File: config.mk
export PLATFORM = sky130hd
export DESIGN_NAME = result_serializer
export DESIGN_NICKNAME = d
export VERILOG_FILES = /design/src/rtl/result_serializer.sv
export SDC_FILE = /design/constraint.sdc
export NUM_CORES = 1
export LEC_CHECK = 0
export BUFFER_PORTS_ARGS = -buffer_cell sky130_fd_sc_hd__buf_4
export CORE_MARGIN = 4
export CORE_UTILIZATION = 55
export CTS_CLUSTER_SIZE = 30
export DETAILED_ROUTE_END_ITERATION = 8
export PLACE_DENSITY = 0.8
export SYNTH_ARGS = -nofsm -noshare
export SYNTH_HDL_FRONTEND = slang
export SYNTH_SLANG_ARGS = --single-unit
File: constraint.sdc
create_clock -name clk -period 4.9 [get_ports clk]
set_input_delay 0.245 -clock clk [delete_from_list [all_inputs] [get_ports clk]]
set_output_delay 0.245 -clock clk [all_outputs]
set_load 0.01 [all_outputs]
File: src/rtl/result_serializer.sv
// rtl/result_serializer.sv - captures nine MAC results and streams the valid row_w x col_x sub-matrix over valid/ready.
// Optional build macro RSER_COLMAJOR_EN selects column-major emission order instead of row-major.
module result_serializer #(
    parameter int RES_W = 10
) (
    input  logic               clk,
    input  logic               rst_n,
    input  logic [9*RES_W-1:0] mac_res,
    input  logic [1:0]         row_w,
    input  logic [1:0]         col_x,
    input  logic               unload_res,
    input  logic               out_ready,
    output logic [RES_W-1:0]   data_out,
    output logic               out_valid,
    output logic               out_last,
    output logic               busy,
    output logic               done
);

    typedef enum logic [1:0] {ST_IDLE, ST_SEND, ST_DONE} state_t;

    state_t               state_q, state_d;
    logic                 unload_q;
    logic [9*RES_W-1:0]   shadow_q, shadow_d;
    logic [1:0]           rows_q, rows_d, cols_q, cols_d;
    logic [1:0]           r_q, r_d, c_q, c_d;
    logic [1:0]           nr, nc;
    logic [RES_W-1:0]     data_q, data_d;
    logic                 valid_q, valid_d;
    logic                 last_q, last_d;
    logic                 start;

    // Element k = r*3+c; indices beyond 8 cannot occur but decode to zero.
    function automatic logic [RES_W-1:0] pick(input logic [9*RES_W-1:0] sh,
                                              input logic [1:0] r,
                                              input logic [1:0] c);
        logic [3:0] idx;
        idx  = {2'b00, r} * 4'd3 + {2'b00, c};
        pick = '0;
        for (int k = 0; k < 9; k++) begin
            if (idx == 4'(k)) pick = sh[k*RES_W +: RES_W];
        end
    endfunction

    assign start = (state_q == ST_IDLE) && unload_res && !unload_q;

    always_comb begin
        state_d  = state_q;
        shadow_d = shadow_q;
        rows_d   = rows_q;
        cols_d   = cols_q;
        r_d      = r_q;
        c_d      = c_q;
        data_d   = data_q;
        valid_d  = valid_q;
        last_d   = last_q;
        nr       = r_q;
        nc       = c_q;
`ifdef RSER_COLMAJOR_EN
        if (r_q == rows_q - 2'd1) begin
            nr = 2'd0;
            nc = c_q + 2'd1;
        end else begin
            nr = r_q + 2'd1;
        end
`else
        if (c_q == cols_q - 2'd1) begin
            nc = 2'd0;
            nr = r_q + 2'd1;
        end else begin
            nc = c_q + 2'd1;
        end
`endif
        case (state_q)
            ST_IDLE: begin
                if (start) begin
                    shadow_d = mac_res;
                    rows_d   = row_w;
                    cols_d   = col_x;
                    r_d      = 2'd0;
                    c_d      = 2'd0;
                    if (row_w == 2'd0 || col_x == 2'd0) begin
                        state_d = ST_DONE;
                    end else begin
                        state_d = ST_SEND;
                        valid_d = 1'b1;
                        data_d  = mac_res[RES_W-1:0];
                        last_d  = (row_w == 2'd1) && (col_x == 2'd1);
                    end
                end
            end
            ST_SEND: begin
                if (valid_q && out_ready) begin
                    if (last_q) begin
                        state_d = ST_DONE;
                        valid_d = 1'b0;
                        last_d  = 1'b0;
                        data_d  = '0;
                    end else begin
                        r_d    = nr;
                        c_d    = nc;
                        data_d = pick(shadow_q, nr, nc);
                        last_d = (nr == rows_q - 2'd1) && (nc == cols_q - 2'd1);
                    end
                end
            end
            ST_DONE: begin
                state_d = ST_IDLE;
                r_d     = 2'd0;
                c_d     = 2'd0;
            end
            default: state_d = ST_IDLE;
        endcase
    end

    // unload_q resets high so a level already present at reset release is not an edge.
    always_ff @(posedge clk or negedge rst_n) begin
        if (!rst_n) begin
            state_q  <= ST_IDLE;
            unload_q <= 1'b1;
            shadow_q <= '0;
            rows_q   <= 2'd0;
            cols_q   <= 2'd0;
            r_q      <= 2'd0;
            c_q      <= 2'd0;
            data_q   <= '0;
            valid_q  <= 1'b0;
            last_q   <= 1'b0;
        end else begin
            state_q  <= state_d;
            unload_q <= unload_res;
            shadow_q <= shadow_d;
            rows_q   <= rows_d;
            cols_q   <= cols_d;
            r_q      <= r_d;
            c_q      <= c_d;
            data_q   <= data_d;
            valid_q  <= valid_d;
            last_q   <= last_d;
        end
    end

    assign data_out  = data_q;
    assign out_valid = valid_q;
    assign out_last  = last_q;
    assign busy      = (state_q == ST_SEND);
    assign done      = (state_q == ST_DONE);

endmodule

### Yosys cells after proc, flatten, opt, wreduce, memory -nomap -nowiden

Index checks and enable logic that the tools add are counted.

| cells by class | value |
|---|---|
| equality and inequality tests | 20 |
| mux-type cells | 38 |
| reductions and logical operators | 18 |
| $mul | 1 |
| add/sub/neg operators | 5 |

Operators with widths:

| cell | number |
|---|---|
| 10-bit 2-to-1 mux | 13 |
| 2-bit 2-to-1 mux | 11 |
| 10-bit one-hot mux with 2 select lines | 1 |
| 4-bit by 3-bit equality test with 1-bit output (second input constant) | 4 |
| 2-bit one-hot mux with 3 select lines | 2 |
| 4-bit by 2-bit equality test with 1-bit output (second input constant) | 2 |
| 1-bit 2-to-1 mux | 8 |
| 4-bit AND reduction | 2 |
| 2-bit by 1-bit equality test with 1-bit output (second input constant) | 3 |
| 2-bit equality test | 3 |
| 2-bit zero test | 3 |
| 2-bit != test (second input constant) | 3 |
| 1-bit logical AND | 5 |
| 5-bit AND reduction | 1 |
| 2-bit by 1-bit adder with 2-bit output (second input constant) | 2 |
| 4-bit by 2-bit adder with 4-bit output | 1 |
| 4-bit by 1-bit equality test with 1-bit output (second input constant) | 1 |
| 4-bit equality test (second input constant) | 1 |
| 4-bit zero test | 1 |
| 2-bit by 2-bit multiplier with 4-bit output (second input constant) | 1 |
| 2-bit by 1-bit != test with 1-bit output (second input constant) | 2 |
| 1-bit one-hot mux with 2 select lines | 2 |
| 2-bit one-hot mux with 2 select lines | 1 |
| 2-bit by 1-bit subtractor with 2-bit output (second input constant) | 2 |
| 7 further kinds | 7 |

| word-level totals | value |
|---|---|
| output and inout bits | 14 |
| bits of input ports | 98 |
| logic and storage cells | 92 |
| register bits after elaboration | 113 |

### Longest topological paths before layout

| depth | value |
|---|---|
| word-level depth | 18 |
| mapped depth | 14 |
| depth with buffers taken out | 13 |

### Worst setup path after synthesis

No wires, ideal clock.

| timing | value |
|---|---|
| path kind | flip-flop to flip-flop |
| start | register c_q[1] |
| end | register data_q[1] (netlist: data_out[1]) |
| library setup time | 0.126 ns |
| arrival | 3.579 ns |
| path buffers | 1 |
| cell stages (with the launch flop) | 14 |
| clock period less this slack | 3.705 ns |
| data required time | 4.774 ns |
| slack | 1.195 ns |
| cell sequence | dfrtp_1 -> xnor2_2 -> mux2i_4 -> nand2_1 -> xnor2_1 -> fa_1 -> ha_1 -> inv_1 -> fa_1 -> or4b_1 -> clkbuf_1 -> o22ai_1 -> a311oi_1 -> a221o_1 |

| between the ends | value |
|---|---|
| cells in the longest elaborated chain, start to end | 17 |
| elaborated cells between the ends (all ways) | 27 |
| those cells by class | 2 x add/sub; 1 x mul; 9 x eq/ne; 14 x mux; 1 x reduce/logical |

RTL lines:

| element | line | text |
|---|---|---|
| start: declaration | 26 | `logic [1:0] r_q, r_d, c_q, c_d;` |
| start signal: assignment | 125 | `c_q <= 2'd0;` |
| start signal: assignment | 136 | `c_q <= c_d;` |
| 2-bit equality test | 67 | `if (c_q == cols_q - 2'd1) begin` |
| 2-bit 2-to-1 mux | 67 |  |
| 2-bit by 2-bit multiplier with 4-bit output | 38 | `idx = {2'b00, r} * 4'd3 + {2'b00, c};` |
| 4-bit by 2-bit adder with 4-bit output * | 38 |  |
| 4-bit zero test | 41 | `if (idx == 4'(k)) pick = sh[k*RES_W +: RES_W];` |
| 10-bit 2-to-1 mux (8 in series) | 41 |  |
| 10-bit 2-to-1 mux * | 41 |  |
| 10-bit 2-to-1 mux * | 94 | `if (last_q) begin` |
| 10-bit 2-to-1 mux * | 93 | `if (valid_q && out_ready) begin` |
| 10-bit one-hot mux with 2 select lines * | 74 | `case (state_q)` |
| end signal: assignment | 137 | `data_q <= data_d;` |
| end: declaration | 28 | `logic [RES_W-1:0] data_q, data_d;` |

Every way passes the cells marked *; elsewhere a longest branch is shown, timed or not. The select of a mux whose other input is x is not followed.
A chain may end at the register's enable or synchronous reset.

### Worst setup path after layout

Ends and elaborated chain as after synthesis.

==> impl_metrics.yaml <==
outcome:
  outcome: "finished clean"
pwr:
  peakVddDrop_mv: 0.560
  p_sw_frac: 0.425
  pwr-share-comb: 0.548
  power_w: 0.00679
  p_int_w: 0.00390
  p_leak_nw: 3.52
  p_clk_frac: 0.190
  power_frac_seq: 0.262
  power.density_mw_per_mm2: 836
  switching_power_w: 0.00288
cts:
  cts.sinks: 113
  cts_buffers: 17
  clock_latency_ns: 0.51
  clockBufferDepth: 2
  cts_tree: "built"
  post_cts_buffers: 0
  cts.clk_slew.worst_paths_ns: 0.06
  root_buffer: "clkbuf_8"
  cts_htree_levels: 4
floorplanning:
  die_h_microns: 109
  start_util: 0.571
  ioPinCount: 112
  core-area_sq_mm: 0.00986
  die_w_microns: 109
  num_rows: 36
  fp.dieArea_sq_mm: 0.0119
drt:
  drc: 0
  first_pass_iters: 7
  ant_nets: 0
  via_per_inst: 5.99
  wl_per_cell_microns: 20.7
  vias: 4903
  wl_microns: 16900
  drt_iter0_markers: 439
worst_setup_path:
  critPathKind: "register to register"
  rr_startpoint: "c_q[1]"
  crit_required_ns: 5.28
  slowest_delay_ns: 0.87
  end_kind: "register"
  crit_buf_inv: 1
  path_cells: "xnor2_2 > mux2i_4 > nand2_1 > xnor2_1 > fa_1 > ha_1 > inv_1 > fa_1 > or4b_1 > o22ai_1 > a311oi_1 > a221o_1"
  cp_common_cell: "fa_1"
  start_kind: "register"
  startpoint: "c_q[1]"
  slowest_stage: "fa_1"
  cp_max_fo: 21
  crit_family: "adder cells"
  cp_data_arrival_time_ns: 4.90
sta:
  tightest_slew_ns: 1.10
  period_minus_slack_ns: 4.52
  grt_setup_unrepaired: "false"
  finalSetupViolCount: 0
  final.setup.tns_ns: 0
  slew_headroom: 0.269
  hold_viol: 0
  drv_slew: 0
  fin_crit_sh: 0.923
  finalClockSkew_ns: 0.0102
  max_freq_mhz: 221
run:
  max-cap-violations: 0
synthesis:
  synth.avg_cell_area_sq_um: 11.9
  syn_nets: 575
  ys.flop_type: "dfrtp_1"
  postSynthRegisterBits: 113
  syn_inst: 473
  async_flop_share: 1.00
  synth.lib_cells_used.distinct: 50
  yosysWarnings: 0
  synthesis.area_sq_mm: 0.00564
  seq_area_frac_synth: 0.502
  synth_edf_count: 0
global_route:
  grt_pass1_vias: 5218
  antenna_found_initial: 0
  gr-total-overflow: 0
  grt_max_degree: 60
  grt_pass1_wl_microns: 26600
  grt_use_total: 0.298
finish:
  fillers: 508
  layout-drive-gt1-share: 0.371
  diodes: 0
  synthToLayoutAreaGrowth_pct: 44.0
  multi_input_area_sq_mm: 0.00266
  register_area_sq_mm: 0.00283
  nets: 776
place:
  io_buffers: 111
  place.gp.congestion: 0.916
  hpwlAfterDp_microns: 10400
hold_path:
  min_from: "mac_res[9]"
  hp-class: "input pin to register"
-- area by class of cell --
| class | count | area share |
|---|---|---|
| clock buffers | 21 | 0.0566 |
| clock inverters | 9 | 0.0193 |
| inverters | 11 | 0.00509 |
| multi-input cells | 322 | 0.327 |
| flip-flops and latches | 113 | 0.349 |
| well taps | 133 | 0.0205 |
| repair buffers | 209 | 0.223 |
-- synthesized netlist by cell type (9+ instances only) --
master / count / area share
a22oi_1: 13 / 0.017
mux2i_1: 17 / 0.030
mux2_2: 104 / 0.21
o22ai_1: 12 / 0.013
inv_1: 10 / 0.0067
buf_2: 15 / 0.013
clkbuf_1: 12 / 0.0080
nor2_1: 26 / 0.017
o21ai_0: 34 / 0.030
nand3_1: 9 / 0.0080
nand2_1: 13 / 0.0087
a21oi_1: 10 / 0.0089
dfrtp_1: 112 / 0.50
-- worst register-to-register path, stage by stage, from the launching register on --
cell and delay [ns]:
dfrtp_1 0.45, xnor2_2 0.24, mux2i_4 0.40, nand2_1 0.18, xnor2_1 0.21, fa_1 0.54, ha_1 0.15, inv_1 0.05
fa_1 0.87, or4b_1 0.70, o22ai_1 0.25, a311oi_1 0.08, a221o_1 0.30
-- through the flow --
step                instances  instance area, sq um  utilization  setup WS (ns)  hold slack [ns]
floorplan                 473                  5640            -           1.20          -0.0506
global placement          693                  6550        0.664          0.669            0.317
detailed placement        693                  6550        0.664          0.475            0.322
CTS                       818                  8120        0.823          0.454          0.00617
global route              818                  8120        0.823          0.112           0.0104
finish                    818                  8120        0.823          0.378           0.0264
-- power by group through the flow --
| stage | Sequential [W] | Clock [W] | Combinational [W] |
|---|---|---|---|
| floorplan | 0.00163 | 0 | 0.00263 |
| detailed placement | 0.00176 | 0 | 0.00348 |
| global route | 0.00182 | 0.00134 | 0.00399 |
| finish | 0.00178 | 0.00129 | 0.00372 |
| global placement | 0.00174 | 0 | 0.00340 |
| CTS | 0.00175 | 0.00129 | 0.00359 |
-- registers in the layout, summed over array words and instances (netlist names) --
name	cells
c_q	2
cols_q	2
data_out	10
out_last	1
out_valid	1
r_q	2
rows_q	2
shadow_q	90
state_q	2
unload_q	1
-- path summary, 6_finish.rpt --
| kind | slack (ns) | cells after the start | endpoint |
|---|---|---|---|
| max in group asynchronous | 3.36 | 3 | c_q[1] |
| worst min-delay path | 0.03 | 2 | shadow_q[9] |
| worst min register to register | 0.51 | 1 | shadow_q[26] |
| worst max-delay path | 0.38 | 12 | data_out[1] |
| worst max register to register | 0.38 | 12 | data_out[1] |
| min in group asynchronous | 0.31 | 2 | shadow_q[54] |
-- placed cells by master (no fill, tap or decap), drive strengths merged, types with 3 or more instances in the layout --
master       count
buf            114
dfrtp          112
mux2           104
dlygate4sd3     95
o21ai           34
nor2            27
clkbuf          21
mux2i           18
nand2           13
a22oi           13
o22ai           12
inv             10
a21oi           10
nand3            9
nand2b           8
nor2b            8
a221o            7
a22o             6
a311oi           6
nor3             4
bufinv           4
xnor2            4
and2             3
o211ai           3
a2bb2oi          3
clkinvlp         3
clkinv           3
-- routing by layer --
layer | global-route usage | vias up | wire (microns)
met4 | 0.151 | 0 | 825
met5 | 0 | - | 0
met1 | 0.356 | 2416 | 6520
li1 | - | 2157 | -
met3 | 0.0533 | 74 | 1040
met2 | 0.515 | 256 | 8530
-- timing repair --
| item | in CTS | in global routing |
|---|---|---|
| resized for setup | 0 | 0 |
| setup endpoints to repair | 0 | 0 |
| endpoints found under the hold margin | 148 | 0 |
| hold buffers | 95 | 0 |
-- kinds of logic after synthesis --
group                    Yosys count  synth area share
AO/OA/AOI/OAI                    105             0.125
XOR/XNOR                           5           0.00910
adder cells (fa/ha/maj)            4            0.0115
buffers and inverters             38            0.0286
flip-flops                       113             0.502
multiplexers                     122             0.242
AND/OR/NAND/NOR                   86            0.0821
No activity file was read; power rests on OpenSTA's default activity.
